File: config.mk
export PLATFORM = sky130hd
export DESIGN_NAME = ahb3lite_apb_bridge
export DESIGN_NICKNAME = d
export VERILOG_FILES = /design/src/rtl/ahb3lite_apb_bridge.sv
export SDC_FILE = /design/constraint.sdc
export NUM_CORES = 1
export LEC_CHECK = 0
export CAP_MARGIN = 20
export CORE_AREA = 4 4 105 107
export DETAILED_ROUTE_END_ITERATION = 8
export DIE_AREA = 0 0 109 111
export PLACE_DENSITY = 0.74
export SYNTH_ARGS = -nofsm -noshare
export SYNTH_HDL_FRONTEND = slang
export SYNTH_SLANG_ARGS = --single-unit
File: constraint.sdc
create_clock -name PCLK -period 2.75 [get_ports PCLK]
set_input_delay 0.275 -clock PCLK [delete_from_list [all_inputs] [get_ports PCLK]]
set_output_delay 0.275 -clock PCLK [all_outputs]
set_load 0.01 [all_outputs]
File: src/rtl/ahb3lite_apb_bridge.sv
// ahb3lite_apb_bridge
//   AHB3-Lite slave to APB4 master bridge on a single clock (PCLK).
//   Every accepted AHB beat becomes one APB SETUP/ACCESS sequence; AHB is
//   stalled through HREADYOUT and APB errors become the two-cycle AHB ERROR
//   response.
//   Optional feature: define APB_BRIDGE_TIMEOUT_EN to abort an ACCESS phase
//   that has waited TIMEOUT cycles for PREADY and answer it with ERROR.
module ahb3lite_apb_bridge #(
    parameter int HADDR_SIZE = 32,
    parameter int HDATA_SIZE = 32,
    parameter int PADDR_SIZE = 8,
    parameter int PDATA_SIZE = 32,
    parameter int TIMEOUT    = 255
) (
    input  logic                    PRESETn,
    input  logic                    PCLK,
    input  logic                    HSEL,
    input  logic [HADDR_SIZE-1:0]   HADDR,
    input  logic [HDATA_SIZE-1:0]   HWDATA,
    output logic [HDATA_SIZE-1:0]   HRDATA,
    input  logic                    HWRITE,
    input  logic [2:0]              HSIZE,
    input  logic [2:0]              HBURST,
    input  logic [3:0]              HPROT,
    input  logic [1:0]              HTRANS,
    input  logic                    HMASTLOCK,
    input  logic                    HREADY,
    output logic                    HREADYOUT,
    output logic                    HRESP,
    output logic                    PSEL,
    output logic                    PENABLE,
    output logic [2:0]              PPROT,
    output logic                    PWRITE,
    output logic [PDATA_SIZE/8-1:0] PSTRB,
    output logic [PADDR_SIZE-1:0]   PADDR,
    output logic [PDATA_SIZE-1:0]   PWDATA,
    input  logic [PDATA_SIZE-1:0]   PRDATA,
    input  logic                    PREADY,
    input  logic                    PSLVERR
);

    localparam int         NBYTES   = PDATA_SIZE / 8;
    localparam int         LSB      = $clog2(NBYTES);
    localparam logic [2:0] MAX_SIZE = 3'(LSB);

    typedef enum logic [2:0] {
        ST_IDLE,
        ST_WDATA,
        ST_SETUP,
        ST_ACCESS,
        ST_ERR1,
        ST_ERR2
    } state_t;

    state_t state_reg, state_next;

    logic                    accept;
    logic                    size_err;
    logic [LSB-1:0]          addr_lo;
    logic [NBYTES-1:0]       strb_dec;

    logic [PADDR_SIZE-1:0]   paddr_reg;
    logic                    pwrite_reg;
    logic [NBYTES-1:0]       pstrb_reg;
    logic [2:0]              pprot_reg;
    logic [PDATA_SIZE-1:0]   pwdata_reg;
    logic [HDATA_SIZE-1:0]   hrdata_reg;

    // NONSEQ and SEQ both carry HTRANS[1]; IDLE/BUSY are answered zero-wait
    assign accept   = HSEL & HREADY & HTRANS[1];
    assign size_err = (HSIZE > MAX_SIZE);
    assign addr_lo  = HADDR[LSB-1:0];

    // A byte lane is strobed when it falls in the same naturally aligned
    // block of 2**HSIZE bytes as the transfer address.
    for (genvar gi = 0; gi < NBYTES; gi++) begin : g_strb
        localparam logic [LSB-1:0] LANE = LSB'(gi);
        assign strb_dec[gi] = ((LANE >> HSIZE) == (addr_lo >> HSIZE));
    end

`ifdef APB_BRIDGE_TIMEOUT_EN
    localparam int TO_W = (TIMEOUT > 255) ? 16 : 8;

    logic [TO_W-1:0] timeout_cnt_reg;
    logic            timeout_hit;

    // The wait that would make the count reach TIMEOUT aborts the access
    assign timeout_hit = (timeout_cnt_reg == TO_W'(TIMEOUT - 1));

    // PREADY wait counter: cleared on the way into ACCESS, counts stalled cycles
    always_ff @(posedge PCLK or negedge PRESETn) begin
        if (!PRESETn) begin
            timeout_cnt_reg <= '0;
        end else if (state_reg == ST_SETUP) begin
            timeout_cnt_reg <= '0;
        end else if (state_reg == ST_ACCESS && !PREADY) begin
            timeout_cnt_reg <= timeout_cnt_reg + 1'b1;
        end
    end
`else
    logic [31:0] unused_timeout;
    assign unused_timeout = 32'(TIMEOUT);
`endif

    // Burst type, lock, the SEQ/NONSEQ distinction, upper address bits and
    // the cacheable/bufferable HPROT bits have no APB counterpart.
    logic unused_inputs;
    assign unused_inputs = &{1'b0, HBURST, HMASTLOCK, HTRANS[0], HADDR, HPROT[3:2]};

    // State register
    always_ff @(posedge PCLK or negedge PRESETn) begin
        if (!PRESETn) begin
            state_reg <= ST_IDLE;
        end else begin
            state_reg <= state_next;
        end
    end

    // Next-state decode and the handshake outputs that follow the state
    always_comb begin
        state_next = state_reg;
        HREADYOUT  = 1'b0;
        HRESP      = 1'b0;
        PSEL       = 1'b0;
        PENABLE    = 1'b0;
        case (state_reg)
            ST_IDLE: begin
                HREADYOUT = 1'b1;
                if (accept) begin
                    if (size_err) begin
                        state_next = ST_ERR1;
                    end else if (HWRITE) begin
                        state_next = ST_WDATA;
                    end else begin
                        state_next = ST_SETUP;
                    end
                end
            end
            ST_WDATA: begin
                state_next = ST_SETUP;
            end
            ST_SETUP: begin
                PSEL       = 1'b1;
                state_next = ST_ACCESS;
            end
            ST_ACCESS: begin
                PSEL    = 1'b1;
                PENABLE = 1'b1;
                if (PREADY) begin
                    state_next = PSLVERR ? ST_ERR1 : ST_IDLE;
                end
`ifdef APB_BRIDGE_TIMEOUT_EN
                else if (timeout_hit) begin
                    state_next = ST_ERR1;
                end
`endif
            end
            ST_ERR1: begin
                HRESP      = 1'b1;
                state_next = ST_ERR2;
            end
            ST_ERR2: begin
                // The master cancels its next beat here, so nothing is accepted
                HREADYOUT  = 1'b1;
                HRESP      = 1'b1;
                state_next = ST_IDLE;
            end
            default: begin
                state_next = ST_IDLE;
            end
        endcase
    end

    // APB address-phase registers, captured once per accepted legal transfer
    always_ff @(posedge PCLK or negedge PRESETn) begin
        if (!PRESETn) begin
            paddr_reg  <= '0;
            pwrite_reg <= 1'b0;
            pstrb_reg  <= '0;
            pprot_reg  <= '0;
        end else if (state_reg == ST_IDLE && accept && !size_err) begin
            paddr_reg  <= HADDR[PADDR_SIZE-1:0];
            pwrite_reg <= HWRITE;
            pstrb_reg  <= HWRITE ? strb_dec : '0;
            pprot_reg  <= {~HPROT[0], 1'b1, HPROT[1]};
        end
    end

    // Write data arrives in the AHB data phase, one cycle after the address
    always_ff @(posedge PCLK or negedge PRESETn) begin
        if (!PRESETn) begin
            pwdata_reg <= '0;
        end else if (state_reg == ST_WDATA) begin
            pwdata_reg <= HWDATA;
        end
    end

    // Read data is captured on a clean completion and held until the next one
    always_ff @(posedge PCLK or negedge PRESETn) begin
        if (!PRESETn) begin
            hrdata_reg <= '0;
        end else if (state_reg == ST_ACCESS && PREADY && !PSLVERR && !pwrite_reg) begin
            hrdata_reg <= PRDATA;
        end
    end

    assign PADDR  = paddr_reg;
    assign PWRITE = pwrite_reg;
    assign PSTRB  = pstrb_reg;
    assign PPROT  = pprot_reg;
    assign PWDATA = pwdata_reg;
    assign HRDATA = hrdata_reg;

endmodule

==> run_results.csv <==
group,metric,value,unit
detailed_routing,totalWireLength,8500,µm
synthesis,yosysSeqAreaShare,60.1,%
sta,tns,0,ns
global_route,grt_start_max_net_pins,84,
detailed_routing,drt_iter0_markers,48,
floorplan,num_rows,37,
floorplan,die_h,111,µm
global_route,first_global_vias,2648,
synthesis,synth-edff-count,0,
synthesis,synth_flop_cell,"dfrtp_1",
sta,hold_viol_final,0,
sta,finalSetupViolations,0,
final_layout,final_cell_mix,"167 x clkdlybuf4s50_1, 83 x dfrtp_1, 40 x mux2_2",
worst_setup_path,cp.required,2.48,ns
pwr,finalPower,5.85,mW
clocking,cts_buffers,9,
global_route,grt_pass1_wl,13700,µm
final_layout,utilization,54.0,%
sta,slew_headroom,68.4,%
clocking,ctsHtreeMaxLevel,3,
worst_setup_path,path_buf_inv,1,
worst_setup_path,crit_type,"reg2out",
detailed_routing,routedWlPerCell,16.1,µm
clocking,clk_pin_slew,0.08,ns
synthesis,syn_nets,330,
synthesis,synth_warnings,0,
placed_design,post-place-ws,0.660,ns
clocking,post_cts_buffers,0,
final_layout,area_delta_synth_final,58.3,%
detailed_routing,drcViolationCount,0,
floorplan,io_pins,200,
sta,finalClockSkew,0.00825,ns
sta,fmax,456,MHz
final_layout,antenna_cells,0,
detailed_routing,drt-pass1-iter-count,4,
synthesis,synthArstFlopShare,100,%
synthesis,ys_ff_latch,83,
final_layout,nNetsFinal,504,
global_route,grt.busiest_layer,"met2",
placed_design,place_area,0.00526,mm²
pwr,cellPowerDensity,1070,mW/mm²
floorplan,start_util,34.1,%
placed_design,dp_cells,511,
worst_setup_path,endpoint_kind,"output pin",
worst_setup_path,cp_top_family,"flip-flops",
sta,worst_slack,0.556,ns
worst_setup_path,crit_cells,3,
synthesis,synth_cells,214,
detailed_routing,ant_nets,0,
synthesis,synth.distinct_cells,38,
clocking,cts.sinks,83,
global_route,grt_overflow,0,
global_route,use_met3,5.42,%
placed_design,port_buffers,168,
worst_setup_path,reg2reg_to,"HRDATA[7]",
floorplan,dieArea,0.0121,mm²
final_layout,layout_commonest_cell,"clkdlybuf4s50_1",
sta,tightest_slew,0.474,ns
clocking,clock_path_buffers,2,
clocking,cts_tree,"built",
worst_hold_path,hold_path_class,"in2async",
worst_setup_path,worstReg2RegStart,"state_reg[1]",
floorplan,core-area,0.0101,mm²
clocking,insertion_delay,0.35,ns
status,run_status,"finished, final reports clean",
run,drv_cap,0,
final_layout,drive_gt1_share,25.7,%
detailed_routing,num_vias,2415,
worst_setup_path,rr_worst_depth,4,
clocking,cts-root-buf,"clkbuf_8",
worst_setup_path,slowest_stage,"dfrtp_1",
sta,fin_hold_ws,0.432,ns
global_route,grt_usage,14.6,%
sta,slew_violations,0,
global_route,met2_usage,24.7,%
synthesis,synth.cell_area,0.00346,mm²
placed_design,gp_congestion,0.810,
placed_design,dpl.hpwl,6350,µm
global_route,use_met1,16.3,%
floorplan,die_w,109,µm
sta,period_needed,2.19,ns
worst_setup_path,crit_arrival,1.92,ns
detailed_routing,via_per_inst,4.57,
pwr,vdd_ir_drop_max,0.421,mV
final_layout,design_area,0.00547,mm²
synthesis,avgSynthCellArea,16.2,µm²
global_route,antenna_found_initial,0,
worst_setup_path,r2r_slack,0.66,ns
final_layout,final_cells,529,
sta,finalCritPeriodShare,79.8,%
pwr,p_leak,2.41,nW
worst_setup_path,crit_chain,"and2b_1, and2_1, clkdlybuf4s50_1",
worst_setup_path,crit_path_max_incr_delay,0.63,ns
worst_setup_path,cp_max_fo,14,
sta,grt_setup_unrepaired,"false",
worst_setup_path,cp-start-kind,"flip-flop",
-- area by class of cell --
cell class | count | area [µm²]
Clock buffer | 12 | 155
Clock inverter | 4 | 25.0
Fill cell | 854 | 4660
Inverter | 3 | 11.3
Multi-Input combinational cell | 118 | 1300
Sequential cell | 83 | 2080
Tap cell | 136 | 170
Timing Repair Buffer | 173 | 1740
-- per-layer routing --
layer / wire length, µm / vias up / part of all wire [%]
met5: 0 / - / 0
met3: 789 / 13 / 9.3
li1: - / 1115 / -
met4: 150 / 0 / 1.8
met2: 4340 / 91 / 51
met1: 3210 / 1196 / 38
-- synth_stat cells (2+ instances only) --
cell type | n | area, µm²
o21ai_0 | 2 | 10.0
o31ai_1 | 5 | 37.5
and3_1 | 2 | 12.5
buf_6 | 4 | 45.0
a21boi_0 | 2 | 15.0
a21oi_1 | 3 | 15.0
nand2b_1 | 2 | 12.5
nor2_1 | 3 | 11.3
buf_4 | 3 | 22.5
mux2_4 | 36 | 541
mux2_2 | 40 | 450
inv_1 | 3 | 11.3
clkbuf_1 | 2 | 7.51
dfrtp_1 | 83 | 2080
-- power breakdown --
group | total, mW | switching [mW] | internal [mW]
logic | 2.83 | 0.948 | 1.89
registers | 2.21 | 0.383 | 1.83
clock network | 0.810 | 0.435 | 0.375
total | 5.85 | 1.77 | 4.09
-- worst max-delay path by stage --
stage	startpoint	to
2_1_floorplan	state_reg[2]	PADDR[1]
3_3_place_gp	PSLVERR	HRDATA[4]
3_5_place_dp	state_reg[1]	HRDATA[14]
4_1_cts	state_reg[1]	PENABLE
5_1_grt	state_reg[1]	PENABLE
6_report	state_reg[1]	PENABLE
-- kinds of logic (layout without fill, tap and decap cells) --
| group | after synthesis | after routing | share of synthesized area, % |
|---|---|---|---|
| flip-flops | 83 | 83 | 60.1 |
| multiplexers | 77 | 77 | 29.0 |
| AO/OA/AOI/OAI | 20 | 20 | 4.05 |
| AND/OR/NAND/NOR | 20 | 20 | 4.02 |
| buffers and inverters | 13 | 192 | 2.64 |
| XOR/XNOR | 1 | 1 | 0.253 |
-- worst reg2reg max path: stages, from the launching register on --
cell     delay [ns]
dfrtp_1        0.63
and2b_1        0.25
nand4_2        0.37
buf_4          0.39
mux2_4         0.34
-- what timing repair did --
action                                 CTS  global route
endpoints found under the hold margin    0            35
gates resized for setup                  0             0
hold buffers                             0             1
Power figures use the tool's default switching activity.
